## src/rtl/tic_tac_toe_engine.sv

```systemverilog
// tic_tac_toe_engine
//   Two-player tic-tac-toe referee. Validates moves from the player on turn,
//   marks the board, checks the 8 lines after every accepted move, and holds
//   the result in a terminal state until new_game or reset.
// Ports:
//   clk, reset        - clock, synchronous active-high reset
//   new_game          - synchronous restart (same effect as reset)
//   move_valid_A/B    - player A/B presents a move
//   move_A/B          - cell index 0..8
//   board             - cell i at [2i+1:2i]; 10 empty, 01 A, 00 B
//   turn              - 1 = A to move, 0 = B to move
//   move_ready        - high in PLAY
//   move_accepted     - pulse for a legal move (same cycle it is presented)
//   illegal_move      - pulse for a rejected move from the on-turn player
//   move_count        - marks on the board
//   game_over, winner - result (winner 01 A, 00 B, 10 none/draw)
module tic_tac_toe_engine #(
    parameter logic FIRST_PLAYER = 1'b1
) (
    input  logic        clk,
    input  logic        reset,
    input  logic        new_game,
    input  logic        move_valid_A,
    input  logic [3:0]  move_A,
    input  logic        move_valid_B,
    input  logic [3:0]  move_B,
    output logic [17:0] board,
    output logic        turn,
    output logic        move_ready,
    output logic        move_accepted,
    output logic        illegal_move,
    output logic [3:0]  move_count,
    output logic        game_over,
    output logic [1:0]  winner
);

    typedef enum logic [2:0] {
        PLAY  = 3'd0,
        CHECK = 3'd1,
        A_WIN = 3'd2,
        B_WIN = 3'd3,
        DRAW  = 3'd4
    } state_t;

    localparam logic [17:0] EMPTY_BOARD = 18'h2AAAA;

    state_t      state_q, state_d;
    logic [17:0] board_q, board_d;
    logic        turn_q, turn_d;
    logic [3:0]  count_q, count_d;

    logic       on_valid;
    logic [3:0] on_pos;
    logic [1:0] on_cell;
    logic [1:0] mark;
    logic       legal;
    logic [8:0] hit;
    logic       win;

    always_ff @(posedge clk) begin
        if (reset) begin
            state_q <= PLAY;
            board_q <= EMPTY_BOARD;
            turn_q  <= FIRST_PLAYER;
            count_q <= 4'd0;
        end else begin
            state_q <= state_d;
            board_q <= board_d;
            turn_q  <= turn_d;
            count_q <= count_d;
        end
    end

    always_comb begin
        // Only the on-turn player is looked at; the other side is ignored.
        on_valid = turn_q ? move_valid_A : move_valid_B;
        on_pos   = turn_q ? move_A : move_B;
        mark     = turn_q ? 2'b01 : 2'b00;

        // Out-of-range positions read back as "occupied" so they fail legality.
        on_cell = 2'b00;
        for (int i = 0; i < 9; i++) begin
            if (on_pos == 4'(i)) on_cell = board_q[2*i +: 2];
        end
        legal = on_valid && (on_pos <= 4'd8) && (on_cell == 2'b10);

        // In CHECK, turn_q still names the player who just moved.
        for (int i = 0; i < 9; i++) begin
            hit[i] = (board_q[2*i +: 2] == mark);
        end
        win = (hit[0] & hit[1] & hit[2]) | (hit[3] & hit[4] & hit[5]) |
              (hit[6] & hit[7] & hit[8]) | (hit[0] & hit[3] & hit[6]) |
              (hit[1] & hit[4] & hit[7]) | (hit[2] & hit[5] & hit[8]) |
              (hit[0] & hit[4] & hit[8]) | (hit[2] & hit[4] & hit[6]);
    end

    always_comb begin
        state_d = state_q;
        board_d = board_q;
        turn_d  = turn_q;
        count_d = count_q;

        move_accepted = 1'b0;
        illegal_move  = 1'b0;

        if (new_game) begin
            // Any move in the same cycle is dropped without a pulse.
            state_d = PLAY;
            board_d = EMPTY_BOARD;
            turn_d  = FIRST_PLAYER;
            count_d = 4'd0;
        end else begin
            case (state_q)
                PLAY: begin
                    if (legal) begin
                        move_accepted = !reset;
                        for (int i = 0; i < 9; i++) begin
                            if (on_pos == 4'(i)) board_d[2*i +: 2] = mark;
                        end
                        count_d = count_q + 4'd1;
                        state_d = CHECK;
                    end else if (on_valid) begin
                        illegal_move = !reset;
                    end
                end
                CHECK: begin
                    // Win is tested before the full-board draw.
                    if (win)                  state_d = turn_q ? A_WIN : B_WIN;
                    else if (count_q == 4'd9) state_d = DRAW;
                    else begin
                        state_d = PLAY;
                        turn_d  = !turn_q;
                    end
                end
                A_WIN, B_WIN, DRAW: ;
                default: state_d = PLAY;
            endcase
        end
    end

    assign board      = board_q;
    assign turn       = turn_q;
    assign move_count = count_q;
    assign move_ready = (state_q == PLAY);
    assign game_over  = (state_q == A_WIN) || (state_q == B_WIN) || (state_q == DRAW);
    assign winner     = (state_q == A_WIN) ? 2'b01 :
                        (state_q == B_WIN) ? 2'b00 : 2'b10;

endmodule

```

## config.mk

```make
export PLATFORM = sky130hd
export DESIGN_NAME = tic_tac_toe_engine
export DESIGN_NICKNAME = d
export VERILOG_FILES = /design/src/rtl/tic_tac_toe_engine.sv
export SDC_FILE = /design/constraint.sdc
export NUM_CORES = 1
export LEC_CHECK = 0
export BUFFER_PORTS_ARGS = -buffer_cell sky130_fd_sc_hd__buf_2
export CAP_MARGIN = 20
export CORE_MARGIN = 1
export CORE_UTILIZATION = 35
export CTS_BUF_LIST = sky130_fd_sc_hd__clkbuf_8
export CTS_CLUSTER_SIZE = 10
export DETAILED_ROUTE_END_ITERATION = 10
export PLACE_DENSITY = 0.62
export SLEW_MARGIN = 20
export SYNTH_ARGS = -nofsm -noshare
export SYNTH_HDL_FRONTEND = slang
export SYNTH_SLANG_ARGS = --single-unit
```

## constraint.sdc

```tcl
create_clock -name clk -period 4.4 [get_ports clk]
set_input_delay 1.32 -clock clk [delete_from_list [all_inputs] [get_ports clk]]
set_output_delay 1.32 -clock clk [all_outputs]
set_load 0.01 [all_outputs]
```

Word level (Yosys, flattened, before mapping)
Cells that the tools add are included.
{"block": "totals", "reg_bits": 26, "in_bits": 13, "out_inout_bits": 29}
{"block": "op_classes", "addsub": 1, "magnitude_cmp": 1, "n_eq_ne": 24, "mux": 26, "bitwise": 26, "n_reduce_logical": 22}
{"operator": "AND reduction 3 bit", "n": 10}
{"operator": "2-to-1 mux 2 bit", "n": 11}
{"operator": "equality test 2 x 1 -> 1 bit", "n": 9}
{"operator": "bitwise AND 1 bit", "n": 16}
{"operator": "equality test 4 x 3 -> 1 bit (second input constant)", "n": 4}
{"operator": "2-to-1 mux 1 bit", "n": 10}
{"operator": "2-to-1 mux 3 bit", "n": 3}
{"operator": "case mux 3 bit (3 select lines)", "n": 1}
{"operator": "equality test 4 x 2 -> 1 bit (second input constant)", "n": 2}
{"operator": "equality test 4 bit (second input constant)", "n": 2}
{"operator": "bitwise OR 1 bit", "n": 7}
{"operator": "equality test 3 x 2 -> 1 bit (second input constant)", "n": 2}
{"operator": "adder 4 x 1 -> 4 bit (second input constant)", "n": 1}
{"operator": "equality test 4 x 1 -> 1 bit (second input constant)", "n": 1}
{"operator": "less-or-equal comparator 4 bit (second input constant)", "n": 1}
{"operator": "zero test 4 bit", "n": 1}
{"operator": "2-to-1 mux 4 bit", "n": 1}
{"operator": "AND reduction 2 bit", "n": 2}
{"operator": "equality test 3 x 1 -> 1 bit (second input constant)", "n": 1}
{"operator": "equality test 3 bit (second input constant)", "n": 1}
{"operator": "zero test 3 bit", "n": 1}
{"operator": "inverter 1 bit", "n": 3}
{"operator": "OR reduction 3 bit", "n": 1}
{"operator": "equality test 2 bit (second input constant)", "n": 1}
{"operator": "other kinds (5)", "n": 8}

Logic depth before layout (Yosys ltp)
Gate-level depths: netlist of the first run.
{"block": "logic_depth", "ltp_word": 16, "mapped_depth": 11}

Worst setup path after synthesis of the first run
Ideal clock, no wire load.
{"block": "synth_timing", "kind": "input to output", "startpoint": "input port move_B[0]", "endpoint": "output port illegal_move", "t_arrival_ps": 2953, "slack_ps": 127, "path_stages": 6, "path_buffers": 0, "path_cell_list": "mux2_4 -> mux2i_4 -> o221ai_1 -> a21oi_1 -> o21bai_1 -> a2111oi_0"}
{"block": "synth_between", "elab_chain_len": 16, "word_cells_on_any_way": 26, "cone_classes": "order compare (1); eq/ne (9); mux (13); reduce/logical (3)"}
{"element": "start: declaration", "line": "26", "source": "input logic [3:0] move_B,"}
{"element": "2-to-1 mux 4 bit (*)", "line": "77", "source": "on_pos = turn_q ? move_A : move_B;"}
{"element": "zero test 4 bit", "line": "83", "source": "if (on_pos == 4'(i)) on_cell = board_q[2*i +: 2];"}
{"element": "2-to-1 mux 2 bit (9 in a row)", "line": "83"}
{"element": "equality test 2 bit", "line": "85", "source": "legal = on_valid && (on_pos <= 4'd8) && (on_cell == 2'b10);"}
{"element": "logical AND 1 bit (*)", "line": "85"}
{"element": "2-to-1 mux 1 bit (*)", "line": "115", "source": "if (legal) begin"}
{"element": "2-to-1 mux 1 bit (*)", "line": "113", "source": "case (state_q)"}
{"element": "2-to-1 mux 1 bit (*)", "line": "106", "source": "if (new_game) begin"}
{"element": "end: declaration", "line": "31", "source": "output logic illegal_move,"}
Every way passes the cells marked *; elsewhere a longest branch is shown, timed or not.

Worst setup path in the final report of the first run
Same ends and word-level chain as after synthesis.

==> metrics.md, run 1 <==
| Metric | Value |
|---|---|
| Outcome | finished, violations left |
| Failing checks | DRC |
| Starting Density | 36.29% |
| Final WL | 5.124 mm |
| Hold Vio Cnt, Final | 0 |
| Io pins | 42 |
| CP cell instances | buf_2, mux2_4, mux2i_4, o221ai_2, a21oi_1, o21bai_1, a2111oi_2, buf_2 |
| Slew headroom | 44.49% |
| Final Max Slew Viols | 0 |
| Post-route clock period utilization | 97.13% |
| Count of final setup violators | 0 |
| Initial antenna violation count | 0 |
| Pin count of the biggest net entering global routing | 30 |
| Asr flop ratio synth | 0% |
| Drt initial violations | 105 |
| Synth Register Bits | 26 |
| H-tree levels | 1 |
| Top cells by count, synth | dfxtp_1 (26), a211oi_1 (17), inv_1 (15), a21oi_1 (11), o21ai_0 (11) |
| Worst EP required | 3.08 ns |
| Post-synthesis instance area | 1842 sq um |
| Reg area | 520.5 sq um |
| Top Usage Layer GRT | met2 |
| RSZ-0062 raised after global routing | false |
| Drt first pass iters | 7 |
| GP Congestion | 0.8831 |
| VDD IR max | 179.1 uV |
| Avg Inst Size Synth | 8.448 sq um |
| Vias per cell | 5.554 |
| Total CTS buffers | 3 |
| Critical path arrival | 2.95 ns |
| Hold crit path type | reg2reg |
| Syn_nets | 233 |
| Vias in the first global route | 1576 |
| Prevailing post-synth register cell | dfxtp_1 |
| Min Tclk post-route | 4.274 ns |
| Syn-to-layout area delta | 20.31% |
| Worst-Skew Late Latency | 0.27 ns |
| First-pass GRT wire length | 7.900 mm |
| Met3 Use GR | 3.252% |
| Clock Sinks | 26 |
| Setup TNS | 0 ns |
| Leakage | 0.8535 nW |
| Area occupied by multi-input gates | 1215 sq um |
| Die area | 5556 sq um |
| Most frequent cell on the critical path | buf_2 |
| Yosys warning count | 0 |
| Cells after Synth | 218 |
| Worst-path clk slew | 0.09 ns |
| CP endpoint kind | output port |
| Dpl hpwl | 3.725 mm |
| Number of max-cap violations | 0 |
| Fmax achieved | 234.0 MHz |
| M1 GR Usage | 26.20% |
| IO buf count | 41 |
| # DRC | 1 |
| CTS max path bufs | 2 |
| Number of fill cells | 532 |
| Overall power | 0.0005127 W |
| CTS tree | done |
| Largest cells by area after synthesis | dfxtp_1 (28%), a211oi_1 (6.9%), o21a_1 (3.7%), buf_6 (3.1%), inv_1 (3.1%) |
| Total track usage | 18.88% |
| Grt met2 use | 30.33% |
| N_diodes | 0 |
| Reg2Reg Setup Slack | 1.46 ns |
| Critical path launch point type | input port |
| EDFF count, synth | 0 |
| Total core area | 5075 sq um |
| Die X | 74.54 microns |
| Post-synth top area share | 28.26% |
| Slowest-stage cell, CP | a2111oi_2 |
| Worst-Margin Slew | 0.8326 ns |
| Sequential share of the synthesized area | 28.26% |
| Die Span Y | 74.54 microns |
| Crit-path max cell delay | 0.35 ns |
| Fin nets | 273 |
| Grt ovf | 0 |
| CP max FO | 5 |
| Top-count cell post-synth | dfxtp_1 |
| Skew final | 0.002055 ns |
| Clk root buf | clkbuf_8 |
| Synth unique cells | 63 |
| Drt wl/cell | 15.67 microns |
| Share of layout cells above drive strength 1 | 28.02% |
| Vias | 1816 |
| Setup CP Type | in2out |
| Synth area leader | dfxtp_1 |
| Rows | 26 |
| Post-route ant nets | 0 |
| Pwr/cell area | 231.4 nW/um^2 |
==> per-layer routing <==
metal  wire [microns]  vias to the layer above
met5                0                        -
met4               61                        0
met3              252                        4
met2             2381                       47
met1             2428                      852
li1                 -                      913
==> cell families (layout without fill, tap and decap cells) <==
kind of cell               after synthesis  after routing  share of synthesized area, %
AOI/OAI and AO/OA                       84             84                         33.49
buffers and inverters                   29             68                         8.288
DFF                                     26             26                         28.26
adders and majority gates                2              2                         1.358
xor gates and xnor gates                 3              3                         1.427
muxes                                    6              6                         4.212
and+or+nand+nor                         68             68                         22.96
==> power breakdown <==
part / switching, W / internal (W)
Sequential: 0.00000224 / 0.000236
Clock: 0.0000810 / 0.000122
Combinational: 0.0000419 / 0.0000294
Total: 0.000125 / 0.000388
==> flip-flops by register name, indices dropped and copies added, names as in the netlist <==
name and count:
board 18, turn 1, state_q 3, move_count 4
==> final timing paths <==
check | end | startpoint | cells after the start
worst max-delay path | illegal_move | move_B[0] | 8
worst min-delay path | state_q[1] | state_q[2] | 1
worst max register to register | move_count[3] | turn | 6
worst min register to register | state_q[1] | state_q[2] | 1
==> worst max-delay path, delay by kind of cell <==
| family | cells | cell delay [ns] |
|---|---|---|
| buf+inv | 2 | 0.30 |
| compound gates | 4 | 0.79 |
| mux | 2 | 0.53 |
==> placed cells by master (no fill, tap or decap), drive strengths merged, types with 2 or more instances in the layout <==
| master | netlist | routed |
|---|---|---|
| buf | 9 | 49 |
| dfxtp | 26 | 26 |
| a211oi | 19 | 19 |
| inv | 15 | 15 |
| o21ai | 14 | 14 |
| a21oi | 11 | 11 |
| o21a | 9 | 9 |
| or3 | 8 | 8 |
| nand3 | 8 | 8 |
| nor2 | 8 | 8 |
| nand2 | 7 | 7 |
| nand2b | 6 | 6 |
| mux2i | 5 | 5 |
| nor3 | 5 | 5 |
| nor2b | 4 | 4 |
| nor3b | 4 | 4 |
| a21o | 3 | 3 |
| o22ai | 3 | 3 |
| or4 | 3 | 3 |
| clkbuf | 5 | 3 |
| o22a | 3 | 3 |
| o31ai | 2 | 2 |
| a32o | 2 | 2 |
| and3b | 2 | 2 |
| o221ai | 2 | 2 |
| a32oi | 2 | 2 |
| xnor2 | 2 | 2 |
| nand4 | 2 | 2 |
| nand3b | 2 | 2 |
| ha | 2 | 2 |
| nor4bb | 2 | 2 |
==> layout make-up <==
type	instances	share of cell area [%]
inverters	15	2.541
repair buffers	49	11.97
multi-input cells	163	54.83
well taps	70	3.953
clock buffers	3	1.863
clock inverters	1	1.355
flip-flops and latches	26	23.49
==> per-stage QoR <==
step                hold slack, ns  util (%)  instance area [sq um]  instances  worst slack, ns
finish                      0.4787     43.66                   2216        327           0.1263
global route                0.5205     43.66                   2216        327          0.01377
CTS                         0.4873     42.75                   2170        327          0.04585
detailed placement          0.4849     41.35                   2098        323          0.05188
global placement            0.4692     41.35                   2098        323          0.08714
floorplan                   0.4367         -                   1842        218           0.1272
==> what timing repair did <==
action / in CTS / in global routing
hold buffers: 0 / 0
setup buffers: 0 / 0
resized for setup: 0 / 9
setup endpoints to repair: 0 / 2
No activity file was read; power rests on OpenSTA's default activity.
==> run 2, diff against run 1 <==
--- a/config.mk
+++ b/config.mk
@@ -7,7 +7,7 @@
 export LEC_CHECK = 0
 export BUFFER_PORTS_ARGS = -buffer_cell sky130_fd_sc_hd__buf_2
 export CAP_MARGIN = 20
-export CORE_MARGIN = 1
+export CORE_MARGIN = 2
 export CORE_UTILIZATION = 35
 export CTS_BUF_LIST = sky130_fd_sc_hd__clkbuf_8
 export CTS_CLUSTER_SIZE = 10
==> run 2 against run 1 <==
Compared with the run above: non-clock buffer count grew 3; critical path type unchanged; combinational power is essentially flat; via count grew 0.44%; cell count grew 0.61%; wire length shrank 3.2%; worst setup slack lost 0.033 ns; largest power group unchanged; register-to-register slack lost 0.05 ns; critical endpoint is now move_accepted; worst hold slack gained 0.0095 ns; the run now ends clean; largest cell class unchanged; first-iteration DRC count grew 6.7%; clock skew shrank 0.0011 ns.
==> metrics.md, run 2 (synthesized netlist as in run 1, its figures left out) <==
| Metric | Value |
|---|---|
| Outcome | complete, no violations |
| Most frequent cells in the layout | buf_2 (41), dfxtp_1 (26), a211oi_1 (17) |
| Dpl hpwl | 3.876 mm |
| Share of layout cells above drive strength 1 | 28.19% |
| Worst-Skew Late Latency | 0.27 ns |
| Met1 Wirelength | 2.362 mm |
| Total core area | 5107 sq um |
| Pwr/cell area | 201.8 nW/um^2 |
| Post-CTS Setup Bufs | 0 |
| Vias in the first global route | 1642 |
| Worst Reg-to-Reg Cells | 6 |
| Die X | 76.54 microns |
| Drt first pass iters | 4 |
| Non-Filler Instances | 329 |
| Drt wl/cell | 15.08 microns |
| Placed insts | 326 |
| Hold slack | 0.4882 ns |
| Critical path arrival | 2.99 ns |
| Pin count of the biggest net entering global routing | 26 |
| N_diodes | 0 |
| Dpl ws | 0.01289 ns |
| Count of final setup violators | 0 |
| Clk root buf | clkbuf_8 |
| Syn-to-layout area delta | 19.23% |
| GP Congestion | 0.9087 |
| Leakage | 0.8361 nW |
| CP max FO | 8 |
| Clock Sinks | 26 |
| Final WL | 4.961 mm |
| Slew headroom | 47.87% |
| Drt initial violations | 112 |
| Post-layout util | 42.99% |
| Min Tclk post-route | 4.307 ns |
| Hold Path End | move_count[3] |
| Die area | 5858 sq um |
| Post-CTS resize count | 0 |
| Hold Vio Cnt, Final | 0 |
| Number of max-cap violations | 0 |
| Hold buffer count at cts | 0 |
| Hold crit path type | reg2reg |
| Vias | 1824 |
| Worst-Margin Slew | 0.7808 ns |
| CTS max path bufs | 2 |
| Worst r2r src | turn |
| Met2 wire length | 2.233 mm |
| Post-route ant nets | 0 |
| Rows | 26 |
| Routed wl met3 | 271 microns |
| Post-route clock period utilization | 97.89% |
| Reg-to-reg critical path endpoint | move_count[3] |
| First-pass GRT wire length | 8.121 mm |
| Total track usage | 17.07% |
| Worst EP required | 3.08 ns |
| Worst Hold Depth | 2 |
| Fin nets | 276 |
| Fmax achieved | 232.2 MHz |
| Max FFs per register | 18 |
| VDD IR max | 115.7 uV |
| Grt ovf | 0 |
| Worst-path clk slew | 0.08 ns |
| RSZ-0062 raised after global routing | true |
| Most common cell after layout, fill and taps aside | buf_2 |
| Worst setup margin | 0.09287 ns |
| Total CTS buffers | 3 |
| H-tree levels | 1 |
| IO buf count | 41 |
| # DRC | 0 |
| Die Span Y | 76.54 microns |
| Reg2Reg Setup Slack | 1.41 ns |
| Highest Signal Layer | met4 |
| Final Max Slew Viols | 0 |
| Starting Density | 36.06% |
| Critical path launch point type | input port |
| HP Start | move_count[3] |
| Vias per cell | 5.544 |
| Setup CP Type | in2out |
| Skew final | 0.0009791 ns |
| CTS tree | done |
| CP endpoint kind | output port |
| Initial antenna violation count | 0 |
| Io pins | 42 |
-- run 2: cell types whose count changed in the layout (fill, tap and decap cells not counted), sizes merged --
| cell | before | now |
|---|---|---|
| buf | 49 | 52 |
| bufinv | 1 | 0 |
-- run 2: cell type report --
cell class / count / area, sq um
multi-input cells: 163 / 1202
fillers: 530 / 2912
repair buffers: 52 / 287.8
inverters: 15 / 56.30
flip-flops and latches: 26 / 520.5
well taps: 70 / 87.58
clock buffers: 3 / 41.29
-- run 2: report_power, final --
part | internal (W) | switching, W | leakage [nW]
registers | 0.000236 | 0.00000242 | 0.210
logic | 0.0000302 | 0.0000409 | 0.605
clock network | 0.0000614 | 0.0000719 | 0.0216
-- run 2: worst max-delay path, stage by stage --
cell and delay [ns]:
buf_2 0.14, nor3b_1 0.37, o221ai_2 0.23, o22a_1 0.28
a21oi_1 0.14, o21bai_1 0.15, nor3b_1 0.20, buf_2 0.16
-- run 2: stage by stage --
| stage | cell area, sq um | setup TNS (ns) | total power (W) |
|---|---|---|---|
| 6_report | 2196 | 0 | 0.0004432 |
| 3_5_place_dp | 2121 | 0 | 0.0003118 |
| 2_1_floorplan | 1842 | 0 | 0.0002876 |
| 5_1_grt | 2196 | -0.09622 | 0.0004627 |
| 4_1_cts | 2162 | 0 | 0.0004435 |
| 3_3_place_gp | 2121 | 0 | 0.0003117 |
-- run 2: metal layers --
layer,vias to the layer above,global-route usage [%]
met5,-,0
met3,9,2.607
met1,841,23.84
met4,0,4.909
li1,919,-
met2,55,27.17
-- run 2: worst max path at each step --
| stage | end | start | cells past startpoint | slack [ns] |
|---|---|---|---|---|
| 6_report | move_accepted | move_A[3] | 8 | 0.09 |
| 5_1_grt | move_accepted | move_A[3] | 8 | -0.05 |
| 4_1_cts | illegal_move | move_A[0] | 9 | 0.02 |
| 3_5_place_dp | illegal_move | move_A[0] | 9 | 0.01 |
| 3_3_place_gp | illegal_move | move_A[0] | 9 | 0.06 |
| 2_1_floorplan | illegal_move | move_B[0] | 6 | 0.13 |
==> run 3, diff against run 2 <==
--- a/config.mk
+++ b/config.mk
@@ -7,6 +7,7 @@
 export LEC_CHECK = 0
 export BUFFER_PORTS_ARGS = -buffer_cell sky130_fd_sc_hd__buf_2
 export CAP_MARGIN = 20
+export CORE_ASPECT_RATIO = 1.4
 export CORE_MARGIN = 2
 export CORE_UTILIZATION = 35
 export CTS_BUF_LIST = sky130_fd_sc_hd__clkbuf_8
==> run 3 against run 2 <==
Compared with the run above: sequential power barely moved; core utilization rose by 0.090 points; cell count fell by 0.30%; non-clock buffer count rose by 2; combinational power rose by 2%; die area rose by 0.14%; via count rose by 0.60%; first-iteration DRC count fell by 35%; clock skew rose by 0.0053 ns; wire length rose by 5.7%; critical endpoint is now illegal_move; highest routed layer unchanged.
==> metrics.md, run 3 (synthesized netlist as in run 1, its figures left out) <==
| Metric | Value |
|---|---|
| Crit-path max cell delay | 0.38 ns |
| GP Congestion | 0.8479 |
| Number of max-cap violations | 0 |
| Worst EP required | 3.08 ns |
| H-tree levels | 1 |
| Clock Sinks | 26 |
| CP endpoint | illegal_move |
| Leakage | 0.8669 nW |
| Buf/Inv on CP | 2 |
| Total CTS buffers | 3 |
| Critical path launch point type | input port |
| Worst-Margin Slew | 0.8615 ns |
| WP depth | 8 |
| CP delay by family, top | compound AO/OA/AOI/OAI gates |
| # DRC | 0 |
| Min Tclk post-route | 4.328 ns |
| Fin nets | 278 |
| First-pass GRT wire length | 8.445 mm |
| Hold crit path type | reg2reg |
| Drt first pass iters | 4 |
| CTS max path bufs | 2 |
| Clk root buf | clkbuf_8 |
| Worst-Skew Late Latency | 0.28 ns |
| Hold buffer count at cts | 0 |
| CP endpoint kind | output port |
| Drt initial violations | 73 |
| Drt wl/cell | 15.98 microns |
| Rows | 31 |
| Outcome | complete, no violations |
| Count of final setup violators | 0 |
| Initial antenna violation count | 0 |
| VDD IR max | 109.0 uV |
| Max FFs per register | 18 |
| Final Max Slew Viols | 0 |
| Fmax achieved | 231.1 MHz |
| Io pins | 42 |
| Slowest-stage cell, CP | a2111oi_0 |
| Pwr/cell area | 213.6 nW/um^2 |
| Hold Vio Cnt, Final | 0 |
| Share of layout cells above drive strength 1 | 27.48% |
| Worst-path clk slew | 0.09 ns |
| Total track usage | 18.35% |
| Post-route ant nets | 0 |
| HP Start | move_count[3] |
| Vias in the first global route | 1688 |
| Total core area | 5120 sq um |
| Most common cell after layout, fill and taps aside | buf_2 |
| Die area | 5867 sq um |
| N_diodes | 0 |
| IO buf count | 41 |
| RSZ-0062 raised after global routing | true |
| Slew headroom | 42.57% |
| Dpl hpwl | 4.038 mm |
| Vias per cell | 5.595 |
| CTS tree | done |
| Worst setup margin | 0.07193 ns |
| Post-CTS resize count | 0 |
| Setup TNS | 0 ns |
| Critical path arrival | 3.01 ns |
| Vias | 1835 |
| Skew final | 0.006256 ns |
| CP cell instances | buf_2, mux2_4, mux2i_4, o221ai_1, a21oi_1, o21bai_1, a2111oi_0, buf_2 |
| Worst r2r src | turn |
| Setup CP Type | in2out |
| Worst Reg-to-Reg Cells | 7 |
| Final WL | 5.243 mm |
| Reg2Reg Setup Slack | 1.42 ns |
| Area occupied by multi-input gates | 1189 sq um |
| Pin count of the biggest net entering global routing | 26 |
| Starting Density | 35.97% |
| Die X | 65.31 microns |
| Number of fill cells | 547 |
| Most frequent cell on the critical path | buf_2 |
| Grt ovf | 0 |
| Crit path launch | move_B[0] |
| Reg-to-reg critical path endpoint | move_count[3] |
| Post-CTS Setup Bufs | 0 |
| CP max FO | 4 |
| Syn-to-layout area delta | 19.77% |
| Dpl ws | 0.09270 ns |
| Post-route clock period utilization | 98.37% |
| Reg area | 520.5 sq um |
| Die Span Y | 89.83 microns |
| Most frequent cells in the layout | buf_2 (41), dfxtp_1 (26), a211oi_1 (17) |
## run 3: worst min-delay path by stage
stage,end,slack [ns],depth (start not counted)
2_1_floorplan,state_q[1],0.44,1
5_1_grt,state_q[1],0.53,1
6_report,move_count[3],0.48,2
4_1_cts,move_count[3],0.49,2
3_5_place_dp,state_q[1],0.47,1
3_3_place_gp,move_count[3],0.47,2
## run 3: area by class of cell
| class | count | share of cell area, % |
|---|---|---|
| Tap cell | 66 | 3.744 |
| Timing Repair Buffer | 54 | 13.73 |
| Clock buffer | 4 | 2.496 |
| Sequential cell | 26 | 23.60 |
| Multi-Input combinational cell | 163 | 53.89 |
| Inverter | 15 | 2.552 |
## run 3: metrics by stage
stage	util [%]	instances	hold slack (ns)	power (W)	cell area (sq um)
final	43.08	328	0.4850	0.0004711	2206
after global routing	43.08	328	0.5255	0.0004890	2206
after CTS	42.69	328	0.4889	0.0004707	2186
after detailed placement	41.62	324	0.4719	0.0003144	2131
after global placement	41.62	324	0.4714	0.0003139	2131
after floorplan	-	218	0.4367	0.0002876	1842
## run 3: per-layer routing
| metal | GRT usage, % | wire length [microns] | vias up |
|---|---|---|---|
| met5 | 0 | 0 | - |
| met4 | 7.292 | 133 | 0 |
| met3 | 1.752 | 214 | 12 |
| met2 | 31.89 | 2672 | 52 |
| met1 | 22.75 | 2222 | 853 |
| li1 | - | - | 918 |
## run 3: report_power, final
part,internal (W),switching [W],leakage (nW)
clock,0.0000801,0.0000798,0.0288
sequential,0.000236,0.00000213,0.210
combinational,0.0000311,0.0000415,0.628
total,0.000348,0.000123,0.867
## run 3: worst min-delay path: stages, from the launching register on
cell     delay (ns)
dfxtp_1        0.34
nand2_1        0.06
o21ai_1        0.05
